**src/rtl/gf256_pkg.sv**
```systemverilog
// Shared GF(2^8) constants, the xtime primitive and the multiplier FSM state type.
package gf256_pkg;

    localparam logic [7:0] GF_POLY_AES = 8'h1B;

    typedef enum logic [1:0] {
        IDLE = 2'd0,
        BUSY = 2'd1,
        DONE = 2'd2
    } gf_state_t;

    function automatic logic [7:0] gf_xtime(input logic [7:0] x, input logic [7:0] poly);
        return {x[6:0], 1'b0} ^ (x[7] ? poly : 8'h00);
    endfunction

    // Number of BUSY cycles for a full byte of b; guarded so a bad width
    // still elaborates far enough to reach the parameter check.
    function automatic int gf_cycles(input int bits_per_cycle);
        return (bits_per_cycle > 0) ? (8 / bits_per_cycle) : 1;
    endfunction

endpackage

```
**src/rtl/gf256_mul_step.sv**
```systemverilog
// One shift-and-add step of a GF(2^8) multiply: consume b[0], advance a by xtime.
// Purely combinational; chained BITS_PER_CYCLE deep inside each lane.
module gf256_mul_step
    import gf256_pkg::*;
#(
    parameter logic [7:0] POLY = GF_POLY_AES
) (
    input  logic [7:0] a,
    input  logic [7:0] b,
    input  logic [7:0] p,
    output logic [7:0] a_next,
    output logic [7:0] b_next,
    output logic [7:0] p_next
);

    assign p_next = b[0] ? (p ^ a) : p;
    assign a_next = gf_xtime(a, POLY);
    assign b_next = {1'b0, b[7:1]};

endmodule

```
**src/rtl/gf256_mul_iter.sv**
```systemverilog
// Iterative N_LANES x GF(2^8) multiplier, BITS_PER_CYCLE bits of b per clock; optional GF_MUL_ACC_EN running XOR accumulator.
// Latency: out_valid rises 8/BITS_PER_CYCLE cycles after the accept edge; one op per 8/BITS_PER_CYCLE+2 cycles.
// Backpressure: result held in DONE until out_ready; in_ready is low in BUSY and DONE.
module gf256_mul_iter
    import gf256_pkg::*;
#(
    parameter int         N_LANES        = 4,
    parameter int         BITS_PER_CYCLE = 1,
    parameter logic [7:0] POLY           = GF_POLY_AES
) (
    input  logic                   clk,
    input  logic                   rst_n,
`ifdef GF_MUL_ACC_EN
    input  logic                   acc_clr,
`endif
    input  logic                   in_valid,
    output logic                   in_ready,
    input  logic [8*N_LANES-1:0]   in_a,
    input  logic [8*N_LANES-1:0]   in_b,
    output logic                   out_valid,
    input  logic                   out_ready,
    output logic [8*N_LANES-1:0]   out_p
);

    localparam int         W      = 8 * N_LANES;
    localparam int         CYCLES = gf_cycles(BITS_PER_CYCLE);
    localparam logic [3:0] LAST   = 4'(CYCLES - 1);

    if (!(BITS_PER_CYCLE == 1 || BITS_PER_CYCLE == 2 ||
          BITS_PER_CYCLE == 4 || BITS_PER_CYCLE == 8)) begin : g_bad_bpc
        $error("gf256_mul_iter: BITS_PER_CYCLE must be 1, 2, 4 or 8");
    end
    if (N_LANES < 1 || N_LANES > 16) begin : g_bad_lanes
        $error("gf256_mul_iter: N_LANES must be in 1..16");
    end

    gf_state_t      state, state_next;
    logic [W-1:0]   a_r, b_r, p_r, out_p_r;
    logic [W-1:0]   a_step, b_step, p_step;
    logic [W-1:0]   acc_view;
    logic [3:0]     count;
    logic           accept, finish, handoff;

    always_ff @(posedge clk or negedge rst_n) begin
        if (!rst_n) state <= IDLE;
        else        state <= state_next;
    end

    always_comb begin
        state_next = state;
        in_ready   = 1'b0;
        out_valid  = 1'b0;
        case (state)
            IDLE: begin
                in_ready = 1'b1;
                if (in_valid) state_next = BUSY;
            end
            BUSY: begin
                if (count == LAST) state_next = DONE;
            end
            DONE: begin
                out_valid = 1'b1;
                if (out_ready) state_next = IDLE;
            end
            default: state_next = IDLE;
        endcase
    end

    assign accept  = (state == IDLE) && in_valid;
    assign finish  = (state == BUSY) && (count == LAST);
    assign handoff = (state == DONE) && out_ready;

    // Each lane runs its own unrolled chain; nothing crosses a byte boundary.
    for (genvar l = 0; l < N_LANES; l++) begin : g_lane
        for (genvar s = 0; s < BITS_PER_CYCLE; s++) begin : g_step
            logic [7:0] a_i, b_i, p_i, a_o, b_o, p_o;
            if (s == 0) begin : g_head
                assign a_i = a_r[8*l +: 8];
                assign b_i = b_r[8*l +: 8];
                assign p_i = p_r[8*l +: 8];
            end else begin : g_link
                assign a_i = g_step[s-1].a_o;
                assign b_i = g_step[s-1].b_o;
                assign p_i = g_step[s-1].p_o;
            end
            gf256_mul_step #(.POLY(POLY)) u_step (
                .a      (a_i),
                .b      (b_i),
                .p      (p_i),
                .a_next (a_o),
                .b_next (b_o),
                .p_next (p_o)
            );
        end
        assign a_step[8*l +: 8] = g_step[BITS_PER_CYCLE-1].a_o;
        assign b_step[8*l +: 8] = g_step[BITS_PER_CYCLE-1].b_o;
        assign p_step[8*l +: 8] = g_step[BITS_PER_CYCLE-1].p_o;
    end

    always_ff @(posedge clk or negedge rst_n) begin
        if (!rst_n) begin
            a_r   <= '0;
            b_r   <= '0;
            p_r   <= '0;
            count <= '0;
        end else if (accept) begin
            a_r   <= in_a;
            b_r   <= in_b;
            p_r   <= '0;
            count <= '0;
        end else if (state == BUSY) begin
            a_r   <= a_step;
            b_r   <= b_step;
            p_r   <= p_step;
            count <= count + 4'd1;
        end
    end

`ifdef GF_MUL_ACC_EN
    logic [W-1:0] acc_r;

    always_ff @(posedge clk or negedge rst_n) begin
        if (!rst_n)                           acc_r <= '0;
        else if (handoff)                     acc_r <= acc_r ^ p_r;
        else if ((state == IDLE) && acc_clr)  acc_r <= '0;
    end

    assign acc_view = acc_r;
`else
    assign acc_view = '0;
`endif

    // Separate output register so the result survives the next accept
    // clearing p_r, and so a partial product is never visible.
    always_ff @(posedge clk or negedge rst_n) begin
        if (!rst_n)      out_p_r <= '0;
        else if (finish) out_p_r <= acc_view ^ p_step;
    end

    assign out_p = out_p_r;

endmodule
```
**config.mk**
```make
export PLATFORM = sky130hd
export DESIGN_NAME = gf256_mul_iter
export DESIGN_NICKNAME = d
export VERILOG_FILES = /design/src/rtl/gf256_pkg.sv /design/src/rtl/gf256_mul_step.sv /design/src/rtl/gf256_mul_iter.sv
export SDC_FILE = /design/constraint.sdc
export NUM_CORES = 1
export LEC_CHECK = 0
export ABC_AREA = 0
export CORE_UTILIZATION = 61
export CTS_BUF_LIST = sky130_fd_sc_hd__clkbuf_8
export DETAILED_ROUTE_END_ITERATION = 6
export PLACE_DENSITY = 0.95
export SLEW_MARGIN = 5
export SYNTH_ARGS = -nofsm -noshare
export SYNTH_HDL_FRONTEND = slang
export SYNTH_HIERARCHICAL = 1
export SYNTH_SLANG_ARGS = --single-unit
```
**constraint.sdc**
```tcl
create_clock -name clk -period 3.2 [get_ports clk]
set_input_delay 0.32 -clock clk [delete_from_list [all_inputs] [get_ports clk]]
set_output_delay 0.32 -clock clk [all_outputs]
set_load 0.005 [all_outputs]
```
==> results.md, run 1 <==
* Row count at 38
* Pwr dens at between 1000 and 1500 mW/mm²
* CP max FO at slightly below 100
* Min-Delay Path Class: input port to register
* RSZ-0062 raised after global routing: false
* P&R area growth vs syn at 16.9%
* Worst path required time at 3.52 ns
* Die footprint at roughly 0.012 mm²
* Hpwl dp at between 8 and 9 mm
* Power Total at 8.65 mW
* Max-slew violation total from the final report at 0
* DRC errors left at 0
* DR vias at between 4k and 5k
* Antenna viol nets, final at 0
* Hold Vio Cnt, Final at 0
* Leakage power at slightly below 4 nW
* Initial antenna violation count at 0
* N_diodes at 0
* Die W at 108 µm
* Placed cells at between 800 and 900
* Netlist cell types at 31
* Port buffer count at just over 100
* Setup repair bufs after CTS at 0
* Average size of a mapped cell at 10.5 µm²
* CTS sink count at 134
* Max-cap violations at 0
* Clock latency on the worst-skew pair at 0.44 ns
* H-Tree Depth at 4
* Synth Instances at roughly 650
* Die height at around 110 µm
* Type of origin of the critical path: register
* Arr. time, crit path at between 2 and 2.5 ns
* DR WL/cell at about 17 µm
* Syn nets at 720
* Synthesized cell area at slightly below 0.007 mm²
* Cell Area, Placed at around 0.0075 mm²
* Clk_skew at 0.0136 ns
* # IOs at approximately 100
* Number of synthesized flops with an enable pin at 0
* Max-Slew Margin vs Limit at about 33%
* Final GP Congestion at around 0.74
* Core Footprint at approximately 0.011 mm²
* Vias/cell at roughly 5.6
* Fin cells at about 840
* Fmax at ~490 MHz
* Crit Path Class: register to register
* Maximum buffer depth of the clock tree at 2
* Initial core utilization at about 63%
* Post-route cell area at 0.00799 mm²
* Initial drt markers at between 200 and 250
* Peak supply drop at 686 µV
* Synth top area share at about 49%
* Seq/Total Area, Yosys at around half
* CTS Buf Count at 17
* Share of layout cells above drive strength 1 at between 15 and 20%
* Outcome: finished clean
* Main synth FF type: dfrtp_1
* Total track usage at 27.0%
* CTS Root Cell: clkbuf_8
* TritonCTS clock tree: done
* Synth Warn # at 6
* Global-route wire length before repair at about 24 mm
* Gr ovfl total at 0
* Clock transition at the registers of the reported paths at ~0.080 ns
* Vias in the first global route at about 5k
* Largest net degree at the start of global routing at 99
* CP Capture Type: register
* Tmin final at ~2.0 ns
* Final setup violation count at 0
* Synth area leaders: dfrtp_1, nand2_1, xnor2_2, a22oi_1, mux2_4
* Async SR Flop Fraction at 100%
* Setup TNS Final at 0 ns
* Total Wirelength at between 10 and 15 mm
* Slew @ Worst Pin at 1.01 ns
* Tcrit/Tclk final at a little under two thirds
* Synth area leader: dfrtp_1
* Synthesis-stage register bit count at approximately 130
* Nets@finish at 754
* TritonRoute pass-1 iters at 5
[layout make-up]
| cell class | instances | area, µm² |
|---|---|---|
| clock inverter | 15 | 284 |
| fill | 708 | 2900 |
| tap | 140 | 175 |
| timing repair buffer | 108 | 1090 |
| clock buffer | 17 | 234 |
| inverter | 1 | 3.75 |
| sequential | 134 | 3350 |
| multi-input combinational | 423 | 2850 |
[stage by stage]
stage	setup slack [ns]	utilization, %	hold slack, ns
after global routing	1.07	73.4	0.473
after CTS	1.17	73.4	0.454
after detailed placement	1.10	68.5	0.457
after global placement	1.16	68.5	0.433
after floorplan	1.60	-	0.0244
final	1.16	73.4	0.479
[state kept, by name, indices dropped and copies added, names as in the netlist]
name and count:
a_r 32, b_r 32, count 4, out_p 32
p_r 32, state 2
[Yosys cell counts, types with 3 or more instances]
cell,number
nand2_1,196
dfrtp_1,134
a22oi_1,64
buf_4,52
nand3_1,33
nand2_2,32
xnor2_2,32
mux2_4,29
buf_2,13
xor2_1,12
clkbuf_1,10
buf_1,9
buf_6,6
conb_1,4
buf_12,3
mux2_2,3
[report_power, final]
group / switching (mW) / internal, mW / total, mW
Sequential: 0.813 / 2.54 / 3.35
Combinational: 1.64 / 1.84 / 3.48
Clock: 0.660 / 1.16 / 1.82
Total: 3.12 / 5.53 / 8.65
[cells by family (layout without fill, tap and decap cells)]
family / count (synthesis) / after routing / synth area share [%]
AO/OA/AOI/OAI: 70 / 70 / 7.61
XOR/XNOR: 44 / 44 / 9.15
adder cells (fa/ha/maj): 1 / 1 / 0.183
buffers and inverters: 94 / 141 / 9.63
flip-flops: 134 / 134 / 49.0
multiplexers: 33 / 33 / 7.01
other: 4 / 4 / 0.220
AND/OR/NAND/NOR: 271 / 271 / 17.1
[final timing paths]
kind / startpoint / end / slack (ns) / depth (start not counted)
worst min register to register: b_r[9] / b_r[9] / 0.48 / 2
max in group asynchronous: rst_n / p_r[0] / 1.83 / 3
worst max register to register: state[0] / count[3] / 1.16 / 4
worst max-delay path: state[0] / count[3] / 1.16 / 4
min in group asynchronous: rst_n / a_r[23] / 0.50 / 2
worst min-delay path: out_ready / state[1] / 0.48 / 3
[critical path, stage by stage, from the launching register on]
cell and delay [ns]:
dfrtp_1 0.53, nor2b_4 0.21, buf_4 0.77, nand4_1 0.20
mux2i_1 0.17
[cells in the final DEF (no fill, tap or decap), drive strengths merged]
cell           count
a21o               2
a22oi             64
and2               1
and2b              1
and3b              1
buf                7
bufinv             8
clkbuf            17
clkdlybuf4s50    100
clkinv             1
clkinvlp           2
conb               4
dfrtp            134
dlygate4sd3        1
ha                 1
inv                5
mux2              32
mux2i              1
nand2            228
nand2b             1
nand3             33
nand4              1
nor2               1
nor2b              1
nor3b              2
o21ai              2
o21bai             2
or3b               1
xnor2             32
xor2              12
[metal layers]
metal / global-route usage [%] / vias up / share of wire [%]
met2: 43.7 / 194 / 51
li1: - / 2149 / -
met3: 6.90 / 37 / 6.2
met1: 33.1 / 2336 / 40
met5: 0 / - / 0
met4: 15.1 / 0 / 3.1
[timing repair]
action / 4_1_cts / 5_1_grt
endpoints found under the hold margin: 88 / 0
hold buffers: 1 / 0
gates resized for setup: 0 / 0
No activity file was read; power rests on OpenSTA's default activity.
==> inputs of run 2 (changes only) <==
--- a/config.mk
+++ b/config.mk
@@ -6,10 +6,10 @@
 export NUM_CORES = 1
 export LEC_CHECK = 0
 export ABC_AREA = 0
-export CORE_UTILIZATION = 61
+export CORE_UTILIZATION = 51
 export CTS_BUF_LIST = sky130_fd_sc_hd__clkbuf_8
 export DETAILED_ROUTE_END_ITERATION = 6
-export PLACE_DENSITY = 0.95
+export PLACE_DENSITY = 0.88
 export SLEW_MARGIN = 5
 export SYNTH_ARGS = -nofsm -noshare
 export SYNTH_HDL_FRONTEND = slang
==> constraint.sdc (replaced) <==
create_clock -name clk -period 1.65 [get_ports clk]
set_input_delay 0.165 -clock clk [delete_from_list [all_inputs] [get_ports clk]]
set_output_delay 0.165 -clock clk [all_outputs]
set_load 0.005 [all_outputs]
==> run 2 against run 1 <==
Die area rose by 19%. Sequential cell count is the same. Count of clock-buffer cells in the layout increased by 4. Utilization fell by 10 points. Cell count increased by 6.0%. Sequential power up 93%. Sequential share of layout area is 0.68 points lower. Non-clock buffer count up 18. Final area grew 1.7%. Critical path type unchanged.
==> results.md, run 2 (synthesis results as in run 1) <==
* Total track usage at a little over a fifth
* Die W at approximately 120 µm
* Gate power share at 44.0%
* Share of layout cells above drive strength 1 at a little over a fifth
* Hold Vio Cnt, Final at 0
* Crit Path Class: register to register
* Gr ovfl total at 0
* CP Capture Type: register
* Tmin final at between 1.5 and 2 ns
* Min-Delay Path Class: input port to asynchronous set/reset pin
* Fmax at approximately 630 MHz
* Peak supply drop at 901 µV
* Arr. time, crit path at approximately 1.9 ns
* Global-route wire length before repair at 23.6 mm
* Filler cell count at around 1000
* Vias/cell at between 5 and 6
* Nets@finish at 772
* # IOs at 102
* Slew @ Worst Pin at ~0.54 ns
* Max-cap violations at 0
* Worst path top cell family by delay: flip-flops
* Setup ws final at roughly 0.064 ns
* N_diodes at 0
* Crit-path cells: ha_2 > and3b_1 > and2_4 > clkbuf_16 > mux2_4
* Most common cell after layout, fill and taps aside: nand2_1
* CTS Root Cell: clkbuf_8
* Crit-path max cell delay at around 0.4 ns
* Die height at between 100 and 150 µm
* Worst Setup SP: count[0]
* Maximum buffer depth of the clock tree at 2
* DR WL/cell at ~16 µm
* TritonCTS clock tree: done
* Multi-input gate area at around 0.0029 mm²
* Clock latency on the worst-skew pair at between 0.4 and 0.5 ns
* Port buffer count at approximately 100
* Cell Area, Placed at 0.00767 mm²
* CP max FO at 13
* Type of origin of the critical path: register
* Pwr dens at between 1500 and 2000 mW/mm²
* Clk_skew at 0.00829 ns
* Hpwl dp at between 9 and 10 mm
* Power Total at between 15 and 20 mW
* Post-route cell area at between 0.008 and 0.009 mm²
* P&R area growth vs syn at 18.9%
* Row count at between 40 and 50
* RSZ-0062 raised after global routing: false
* Vias in the first global route at ~4.7k
* Outcome: finished clean
* Place WS at ~0.019 ns
* Antenna viol nets, final at 0
* Leakage power at between 3 and 4 nW
* Worst path required time at approximately 2.0 ns
* Initial antenna violation count at 0
* TritonRoute pass-1 iters at 4
* Sw frac at between 30% and 40%
* Total Wirelength at 14.1 mm
* Sequential Power Share at between 40% and 50%
* Initial drt markers at roughly 300
* Most frequent cells in the layout: nand2_1, dfrtp_1, clkdlybuf4s50_1, a22oi_1, nand3_1
* Final GP Congestion at about 0.8
* CTS Buf Count at 17
* Clk pwr share at around 15%
* Slowest-stage cell, CP: dfrtp_1
* DRC errors left at 0
* Worst Path Buf+Inv at 1
* Clock transition at the registers of the reported paths at 0.07 ns
* Fin cells at around 900
* Tcrit/Tclk final at a little over nine tenths
* Placed cells at roughly 850
* DR vias at around 4.6k
* Final setup violation count at 0
* P_int at approximately 10 mW
* Die footprint at roughly 0.014 mm²
* CTS sink count at 134
* Reg area at ~0.0034 mm²
* Max-Slew Margin vs Limit at 64.2%
* Worst R2R Start: count[0]
* Largest net degree at the start of global routing at 57
* H-Tree Depth at 4
* Max-slew violation total from the final report at 0
* Core Footprint at 0.0128 mm²
* Setup TNS Final at 0 ns
* Initial core utilization at a little over half
* NetSw at between 5 and 6 mW
-- run 2: routing by layer --
| metal | global-route usage [%] | vias to the layer above | share of wire [%] |
|---|---|---|---|
| met5 | 0 | - | 0 |
| met4 | 7.93 | 0 | 1.7 |
| met3 | 4.94 | 22 | 4.3 |
| met2 | 36.2 | 129 | 51 |
| met1 | 27.5 | 2295 | 43 |
| li1 | - | 2191 | - |
-- run 2: power by group through the flow --
stage               Combinational, mW  Sequential (mW)  Clock (mW)
floorplan                        5.67             6.08           0
global placement                 6.56             6.41           0
detailed placement               6.92             6.52           0
CTS                              6.98             6.48        2.45
global route                     7.72             6.69        2.60
finish                           6.99             6.47        2.41
-- run 2: final timing paths --
check                            endpoint  slack, ns  depth (start not counted)
max in group asynchronous        state[1]       0.80                          3
min in group clk                  a_r[20]       0.32                          3
worst max register to register  out_p[27]       0.06                          5
worst min register to register   count[3]       0.48                          1
worst max-delay path            out_p[27]       0.06                          5
worst min-delay path               p_r[6]       0.22                          2
-- run 2: layout make-up --
class	instances	area share [%]
multi-input cells	423	35.1
flip-flops and latches	134	41.3
inverters	1	0.0462
repair buffers	126	16.6
clock buffers	21	3.56
clock inverters	11	0.739
well taps	172	2.65
-- run 2: through the flow --
stage,hold WS (ns),util (%)
floorplan,-0.131,-
global placement,0.103,59.8
detailed placement,0.116,59.8
CTS,0.219,62.9
global route,0.237,63.4
finish,0.218,63.4
-- run 2: what timing repair did --
item / in CTS / in global routing
cloned: 0 / 1
hold buffers: 1 / 0
hold endpoints to repair: 40 / 0
setup buffers: 3 / 3
pin swaps: 0 / 1
endpoints found under the setup margin: 2 / 32
resized for setup: 2 / 4
-- run 2: worst reg2reg max path: stages (launching register included) --
cell       delay (ns)
dfrtp_1          0.40
ha_2             0.21
and3b_1          0.19
and2_4           0.19
clkbuf_16        0.19
mux2_4           0.31
